==> src/rtl/iomem_scheduler.sv <==
`default_nettype none
// +------------------------------------------------------------------------+
// | iomem_scheduler: one-outstanding iomem sequencer with page decode,     |
// | per-access watchdog and a firmware-visible fault/status page.  Rev 1.0 |
// +------------------------------------------------------------------------+
module iomem_scheduler #(
   parameter int                NSLOT        = 5,
   parameter logic [7:0]        BASE_ID      = 8'h03,
   parameter logic [NSLOT-1:0]  PRESENT      = {NSLOT{1'b1}},
   parameter logic [7:0]        STATUS_ID    = 8'h08,
   parameter int                TIMEOUT      = 255,
   parameter logic [31:0]       TIMEOUT_DATA = 32'hDEAD_BEEF
) (
   input  logic                  clk,
   input  logic                  resetn,
   input  logic                  m_valid,
   output logic                  m_ready,
   input  logic [3:0]            m_wstrb,
   input  logic [31:0]           m_addr,
   input  logic [31:0]           m_wdata,
   output logic [31:0]           m_rdata,
   output logic [NSLOT-1:0]      s_valid,
   output logic [3:0]            s_wstrb,
   output logic [31:0]           s_addr,
   output logic [31:0]           s_wdata,
   input  logic [NSLOT-1:0]      s_ready,
   input  logic [32*NSLOT-1:0]   s_rdata,
   output logic                  timeout_irq
);

   localparam int          c_IW      = (NSLOT > 1) ? $clog2(NSLOT) : 1;
   localparam logic [15:0] c_WD_LAST = 16'(TIMEOUT - 1);

   typedef enum logic [1:0] {
      ST_IDLE   = 2'd0,
      ST_ACCESS = 2'd1,
      ST_RESP   = 2'd2
   } state_t;

   state_t            r_state,       w_state_nxt;
   logic [NSLOT-1:0]  r_s_valid,     w_s_valid_nxt;
   logic [3:0]        r_s_wstrb,     w_s_wstrb_nxt;
   logic [31:0]       r_s_addr,      w_s_addr_nxt;
   logic [31:0]       r_s_wdata,     w_s_wdata_nxt;
   logic [c_IW-1:0]   r_idx,         w_idx_nxt;
   logic [15:0]       r_wd,          w_wd_nxt;
   logic [31:0]       r_m_rdata,     w_m_rdata_nxt;
   logic              r_irq,         w_irq_nxt;
   logic [15:0]       r_fault_count, w_fault_count_nxt;
   logic [2:0]        r_last_slot,   w_last_slot_nxt;
   logic [31:0]       r_fault_addr,  w_fault_addr_nxt;

   logic              w_hit;
   logic [c_IW-1:0]   w_hit_idx;
   logic [31:0]       w_status_rd;
   logic [31:0]       w_sel_rdata;

   // Page decode: only populated slots are considered mapped.
   always_comb begin
      w_hit     = 1'b0;
      w_hit_idx = '0;
      for (int i = 0; i < NSLOT; i++) begin
         if (PRESENT[i] && (m_addr[31:24] == 8'(BASE_ID + 8'(i)))) begin
            w_hit     = 1'b1;
            w_hit_idx = c_IW'(i);
         end
      end
   end

   always_comb begin
      w_status_rd = '0;
      if (m_addr[23:0] == 24'h0)
         w_status_rd = {r_fault_count, 13'b0, r_last_slot};
      else if (m_addr[23:0] == 24'h4)
         w_status_rd = r_fault_addr;
   end

   assign w_sel_rdata = s_rdata[{r_idx, 5'b0} +: 32];

   always_comb begin
      w_state_nxt       = r_state;
      w_s_valid_nxt     = r_s_valid;
      w_s_wstrb_nxt     = r_s_wstrb;
      w_s_addr_nxt      = r_s_addr;
      w_s_wdata_nxt     = r_s_wdata;
      w_idx_nxt         = r_idx;
      w_wd_nxt          = r_wd;
      w_m_rdata_nxt     = r_m_rdata;
      w_irq_nxt         = 1'b0;
      w_fault_count_nxt = r_fault_count;
      w_last_slot_nxt   = r_last_slot;
      w_fault_addr_nxt  = r_fault_addr;
      case (r_state)
         ST_IDLE: begin
            if (m_valid) begin
               if (w_hit) begin
                  w_s_addr_nxt             = m_addr;
                  w_s_wdata_nxt            = m_wdata;
                  w_s_wstrb_nxt            = m_wstrb;
                  w_s_valid_nxt            = '0;
                  w_s_valid_nxt[w_hit_idx] = 1'b1;
                  w_idx_nxt                = w_hit_idx;
                  w_wd_nxt                 = '0;
                  w_state_nxt              = ST_ACCESS;
               end else if (m_addr[31:24] == STATUS_ID) begin
                  // Read returns the pre-clear value; the clear lands on the same edge.
                  w_m_rdata_nxt = w_status_rd;
                  if ((m_addr[23:0] == 24'h0) && (m_wstrb != 4'h0)) begin
                     w_fault_count_nxt = '0;
                     w_last_slot_nxt   = '0;
                  end
                  w_state_nxt = ST_RESP;
               end else begin
                  w_m_rdata_nxt = '0;
                  w_state_nxt   = ST_RESP;
               end
            end
         end
         ST_ACCESS: begin
            w_wd_nxt = r_wd + 16'd1;
            if (s_ready[r_idx]) begin
               w_m_rdata_nxt = w_sel_rdata;
               w_s_valid_nxt = '0;
               w_state_nxt   = ST_RESP;
            end else if (r_wd == c_WD_LAST) begin
               w_m_rdata_nxt     = TIMEOUT_DATA;
               w_s_valid_nxt     = '0;
               w_fault_count_nxt = (r_fault_count == 16'hFFFF) ? r_fault_count
                                                                : r_fault_count + 16'd1;
               w_last_slot_nxt   = 3'(r_idx);
               w_fault_addr_nxt  = r_s_addr;
               w_irq_nxt         = 1'b1;
               w_state_nxt       = ST_RESP;
            end
         end
         ST_RESP: w_state_nxt = ST_IDLE;
         default: w_state_nxt = ST_IDLE;
      endcase
   end

   always_ff @(posedge clk or negedge resetn) begin
      if (!resetn) begin
         r_state       <= ST_IDLE;
         r_s_valid     <= '0;
         r_s_wstrb     <= '0;
         r_s_addr      <= '0;
         r_s_wdata     <= '0;
         r_idx         <= '0;
         r_wd          <= '0;
         r_m_rdata     <= '0;
         r_irq         <= 1'b0;
         r_fault_count <= '0;
         r_last_slot   <= '0;
         r_fault_addr  <= '0;
      end else begin
         r_state       <= w_state_nxt;
         r_s_valid     <= w_s_valid_nxt;
         r_s_wstrb     <= w_s_wstrb_nxt;
         r_s_addr      <= w_s_addr_nxt;
         r_s_wdata     <= w_s_wdata_nxt;
         r_idx         <= w_idx_nxt;
         r_wd          <= w_wd_nxt;
         r_m_rdata     <= w_m_rdata_nxt;
         r_irq         <= w_irq_nxt;
         r_fault_count <= w_fault_count_nxt;
         r_last_slot   <= w_last_slot_nxt;
         r_fault_addr  <= w_fault_addr_nxt;
      end
   end

   assign m_ready     = (r_state == ST_RESP);
   assign m_rdata     = r_m_rdata;
   assign s_valid     = r_s_valid;
   assign s_wstrb     = r_s_wstrb;
   assign s_addr      = r_s_addr;
   assign s_wdata     = r_s_wdata;
   assign timeout_irq = r_irq;

endmodule
`default_nettype wire

==> config.mk <==
export PLATFORM = sky130hd
export DESIGN_NAME = iomem_scheduler
export DESIGN_NICKNAME = d
export VERILOG_FILES = /design/src/rtl/iomem_scheduler.sv
export SDC_FILE = /design/constraint.sdc
export NUM_CORES = 1
export LEC_CHECK = 0
export BUFFER_PORTS_ARGS = -buffer_cell sky130_fd_sc_hd__buf_2
export CAP_MARGIN = 0
export CORE_UTILIZATION = 35
export CTS_CLUSTER_DIAMETER = 150
export CTS_CLUSTER_SIZE = 24
export DETAILED_ROUTE_END_ITERATION = 7
export SLEW_MARGIN = 5
export SYNTH_ARGS = -nofsm -noshare
export SYNTH_HDL_FRONTEND = slang
export SYNTH_SLANG_ARGS = --single-unit
==> constraint.sdc <==
create_clock -name clk -period 4.2 [get_ports clk]
set_input_delay 0.42 -clock clk [delete_from_list [all_inputs] [get_ports clk]]
set_output_delay 0.42 -clock clk [all_outputs]
set_load 0.01 [all_outputs]
; Word level (Yosys, flattened, before mapping)
; Cells that the tools add are included.
[word_totals]
ff_bits = 178
inputBits = 236
[op_classes]
add_sub_neg = 2
magnitude_cmp = 3
eq_ne = 20
shift = 1
muxes = 52
bitwise_logic = 1
n_reduce_logical = 14
[ops]
columns = operator, n
row1 = $mux W32, 7
row2 = $shiftx A160 B9 Y32, 1
row3 = $mux W16, 9
row4 = $pmux W16 S2, 2
row5 = $pmux W32 S2, 1
row6 = $add A16 B1 Y16 const B, 2
row7 = $eq A8 B3 Y1 const B, 4
row8 = $eq A24 B3 Y1 const B, 1
row9 = $logic_not A24 Y1, 1
row10 = $mux W3, 7
row11 = $mux W5, 4
row12 = $eq A16 B16 Y1 const B, 1
row13 = $eq A16 B8 Y1 const B, 1
row14 = $ne A2 B2 Y1 const B, 8
row15 = $mux W2, 6
row16 = $mux W1, 11
row17 = $pmux W5 S2, 1
row18 = $reduce_and A3 Y1, 3
row19 = $eq A8 B2 Y1 const B, 1
row20 = $eq A8 B4 Y1 const B, 1
row21 = $lt A3 B4 Y1 const B, 2
row22 = $reduce_and A4 Y1, 2
row23 = $reduce_and A8 Y1, 1
row24 = $reduce_and A7 Y1, 1
row25 = other kinds (14), 15

; Longest topological paths before layout
[depth]
word_depth = 12
mapped_depth = 9

; Worst setup path before layout
; Ideal clock, no wire load.
[synth_timing]
path_type = register -> register
from = reg r_wd[0]
to = reg r_m_rdata[22], in the netlist m_rdata[22]
setup_ps = 125
arrival_time_ps = 2053
required_ps = 4075
path_slack_ps = 2023
path_stages_with_launch = 9
path_buffers = 1
period_less_slack_ps = 2177
path_cell_list = dfrtp_1 -> inv_1 -> ha_1 -> nor4b_1 -> and2_1 -> nand3_1 -> a211oi_4 -> buf_6 -> mux2_2
[synth_via]
elab_chain_cells = 3
[synth_rtl]
columns = element, line
row1 = from (decl), 46  ; logic [15:0] r_wd, w_wd_nxt;
row2 = from (signal assigned), 162  ; r_wd <= w_wd_nxt;
row3 = $eq A16 B8 Y1, 125  ; end else if (r_wd == c_WD_LAST) begin
row4 = $ne A3 B3 Y1 (no source line), n/a
row5 = $reduce_and A4 Y1 (no source line), n/a
row6 = to (signal assigned), 163  ; r_m_rdata <= w_m_rdata_nxt;
row7 = to (decl), 47  ; logic [31:0] r_m_rdata, w_m_rdata_nxt;
; No other way between the ends.
; A chain may end at the register's enable or synchronous reset.

; Final worst setup path
[layout_timing]
from = reg r_idx[1]
to = reg r_m_rdata[23], in the netlist m_rdata[23]
[layout_via]
elab_chain_cells = 4
elab_cells_between_ends = 7
classes_between = eq/ne (1) / shift (1) / mux (4) / reduce/logical (1)
[layout_rtl]
columns = element, line
row1 = from (decl), 45  ; logic [c_IW-1:0] r_idx, w_idx_nxt;
row2 = from (signal assigned), 161  ; r_idx <= w_idx_nxt;
row3 = branches (longest 4 deep; another with $shiftx A160 B9 Y32), n/a
; Parallel ways; which one is timed is not known. The select of a mux whose other input is x is not followed.

==> results.ini <==
[clocking]
post_cts_buffers = 0
cts_buffers = 17
cts_tree = done
cts.hold.buffers_added = 0
cts.sinks = 178
h-tree-depth = 4
insertion_delay_ns = 0.44
cts_root_buf = clkbuf_16
cts_buffer_depth = 2
ctsResizeCount = 0
clkTransAtPathRegs_ns = 0.07

[power]
pwr-share-clk_pct = 39.4
switching_share_pct = 27.10
power_density_nw_per_um2 = 351.3
comb_power_share_pct = 14.9
peakVddDrop_uv = 238.6
p_leak_nw = 6.239
netSwitchingPower_w = 0.001142
power_frac_seq_pct = 45.6
p_int_w = 0.003073

[timing]
rsz0062_at_grt = false
period_minus_slack_ns = 3.211
fin_worst_skew_ns = 0.01021
fin_crit_sh_pct = 76.45
slew_headroom_pct = 20.49
setup_tns_ns = 0
finalHoldViolCount = 0
drv_slew = 0
timing.hold.ws_ns = 0.07955
finalSetupViolCount = 0
tightest_slew_ns = 1.191
max_freq_mhz = 311.4
postLayoutSetupSlackWorst_ns = 0.9889

[grt]
grt_use_total_pct = 22.62
grt_max_degree = 104
grt_pass1_wl_um = 48280
grt_pass1_vias = 8408
overflow = 0
antenna_found_initial = 1

[worst_setup_path]
start_kind = flip-flop
worstSetupPathType = reg -> reg
reg2regPathDepth = 6
crit_family = compound AO/OA/AOI/OAI gates
arrival_ns = 3.57
crit_buf_inv = 1
reg2reg_from = r_idx[1]
path_cells = nor3b_4 -> a21o_1 -> nor2_1 -> a211oi_4 -> buf_4 -> mux2i_1
worstPathRequired_ns = 4.56
r2r_end = m_rdata[23]
critPathMaxStageDelay_ns = 0.75
rrSetupSlack_ns = 0.99
end_kind = flip-flop
cp_slowest_cell = dfrtp_2
crit_path_max_fanout = 37

[detailed_routing]
wirelength_um = 31020
met1_length_um = 13520
route.met2.wl_um = 15250
vias_per_cell = 5.260
wl_per_cell_um = 18.94
route.met3.wl_um = 1762
top_layer = met4
ant_nets = 0
dr.pass1.iters = 7
drcViolationCount = 16
num_vias = 8616
drtIter0Drc = 633

[finish]
multiInputGateArea_um2 = 4532
seqCellArea_um2 = 4457
nets = 1529
areaGrowthSynthToFinish_pct = 27.98
final_cell_count_no_fill = 1638
final_util_pct = 45.92
drive_above_1_share_pct = 34.33
fill_cells = 2625

[synthesis]
synth_compound_area_share_pct = 9.728
syn_inst = 981
synthXorXnorAreaFrac_pct = 1.308
synthSimpleGateAreaFrac_pct = 22.50
synth_seq_cells = 178
synthesis.area_um2 = 9376
ys_warn_count = 0
ys_async_sr_fraction_pct = 100.0
syn_nets = 1220
synth-edff-count = 0
synth_top_family_by_area = simple AND/OR/NAND/NOR gates
synthAdderAreaFrac_pct = 0.4003
synthFlopType = dfrtp_1
ys_seq_area_share_pct = 47.50
ys_types = 58
synth_mux_area_share_pct = 14.13
syn-mean-instance-area_um2 = 9.558

[place]
place_congestion = 0.8666
placed_cells = 1606
numPortBuffers = 342
post-dp-hpwl_um = 23340
dp_worst_setup_slack_ns = 1.012

[floorplan]
chipWidth_um = 165.7
die-height_um = 165.7
ios = 343
die_area_um2 = 27450
coreArea_um2 = 26130
start_util_pct = 35.88
rows = 59

[hold_path]
hold_path.class = in -> async

[flow_run]
maxCapViolations = 0

[status]
outcome = finished, violations left
violations = design-rule violations

-- cells in the mapped netlist, types with 3 or more instances --
| cell type | count | area (µm²) |
|---|---|---|
| nand2_1 | 319 | 1197 |
| dfrtp_1 | 178 | 4454 |
| clkbuf_1 | 50 | 187.7 |
| mux2i_1 | 48 | 480.5 |
| nor4_1 | 39 | 244.0 |
| inv_1 | 33 | 123.9 |
| mux4_2 | 32 | 720.7 |
| o22ai_1 | 29 | 181.4 |
| a22o_1 | 24 | 210.2 |
| nand3_1 | 24 | 120.1 |
| nor2_1 | 22 | 82.58 |
| a21oi_1 | 19 | 95.09 |
| a31oi_1 | 11 | 68.82 |
| and2_1 | 11 | 68.82 |
| mux2_2 | 9 | 101.4 |
| nand4_1 | 9 | 56.30 |
| a22oi_1 | 8 | 60.06 |
| buf_2 | 8 | 40.04 |
| xnor2_1 | 8 | 70.07 |
| buf_1 | 7 | 26.28 |
| xor2_1 | 6 | 52.55 |
| and3_1 | 5 | 31.28 |
| and4_1 | 5 | 43.79 |
| nor3_1 | 5 | 25.02 |
| nor4b_1 | 5 | 43.79 |
| o21ai_0 | 5 | 25.02 |
| o21ai_1 | 5 | 25.02 |
| o32ai_1 | 5 | 43.79 |
| a21o_1 | 4 | 30.03 |
| o31ai_1 | 4 | 30.03 |
| ha_1 | 3 | 37.54 |
| nand2b_1 | 3 | 18.77 |
| nor2b_1 | 3 | 18.77 |
-- cells in the final DEF (no fill, tap or decap), types with 3 or more instances in the layout --
cell type / netlist / routed
o21ai_1: 5 / 4
buf_4: 2 / 16
mux2i_1: 48 / 48
mux2_2: 9 / 9
a22oi_1: 8 / 8
a21o_1: 4 / 4
a31oi_1: 11 / 11
and2_1: 11 / 11
nor3_1: 5 / 5
o31ai_1: 4 / 4
buf_2: 8 / 341
o32ai_1: 5 / 5
nor4b_1: 5 / 5
nor2_1: 22 / 21
nand2b_1: 3 / 3
mux4_2: 32 / 32
clkinv_4: 0 / 3
bufinv_16: 0 / 3
nand2_1: 319 / 319
nand4_1: 9 / 9
o22ai_1: 29 / 29
inv_6: 0 / 3
nand3_1: 24 / 24
and3_1: 5 / 5
clkinvlp_4: 0 / 3
a22o_1: 24 / 24
ha_1: 3 / 3
nor4_1: 39 / 39
xor2_1: 6 / 6
xnor2_1: 8 / 8
a21oi_1: 19 / 19
o21ai_0: 5 / 5
and4_1: 5 / 5
inv_1: 33 / 33
clkbuf_16: 0 / 17
dfrtp_1: 178 / 176
-- layer usage --
| metal | up-vias | GRT usage (%) |
|---|---|---|
| li1 | 4055 | - |
| met2 | 280 | 37.21 |
| met1 | 4251 | 30.62 |
| met4 | 0 | 6.136 |
| met3 | 30 | 4.158 |
| met5 | - | 0 |
-- per-stage QoR --
step	instance area (µm²)	total power, W
floorplan	9376	0.002249
global placement	11390	0.002583
detailed placement	11390	0.002591
CTS	12000	0.004263
global route	12000	0.004402
finish	12000	0.004215
-- power groups by stage --
stage | Combinational [W] | Sequential, W | Clock, W
6_report | 0.000630 | 0.00192 | 0.00166
5_1_grt | 0.000696 | 0.00194 | 0.00177
4_1_cts | 0.000639 | 0.00192 | 0.00170
3_5_place_dp | 0.000637 | 0.00195 | 0
3_3_place_gp | 0.000629 | 0.00195 | 0
2_1_floorplan | 0.000290 | 0.00196 | 0
-- how the worst max path moves through the flow --
stage                   from     endpoint  cells past startpoint
floorplan            r_wd[0]  m_rdata[22]                      8
global placement    r_idx[1]  m_rdata[26]                      6
detailed placement  r_idx[1]  m_rdata[23]                      6
CTS                 r_idx[1]  m_rdata[23]                      6
global route        r_idx[1]  m_rdata[11]                      6
finish              r_idx[1]  m_rdata[23]                      6
-- area by class of cell --
class / count / share of cell area, %
Multi-Input combinational cell: 701 / 37.76
Inverter: 33 / 1.032
Tap cell: 335 / 3.493
Sequential cell: 178 / 37.14
Antenna cell: 1 / 0.02085
Timing Repair Buffer: 359 / 15.50
Clock inverter: 13 / 1.470
Clock buffer: 18 / 3.576
-- kinds of logic after synthesis --
family                   Yosys count
AND/OR/NAND/NOR                  466
adder cells (fa/ha/maj)            3
flip-flops                       178
buffers and inverters            102
multiplexers                      91
AO/OA/AOI/OAI                    127
XOR/XNOR                          14
-- state kept, by name (all words and copies together), names as in the netlist, 3 cells and up --
name / count
m_rdata: 32
r_fault_addr: 32
r_fault_count: 16
r_idx: 3
r_last_slot: 3
r_wd: 16
s_addr: 32
s_valid: 5
s_wdata: 32
s_wstrb: 4
Note: power is estimated with default switching activity, not from simulation.
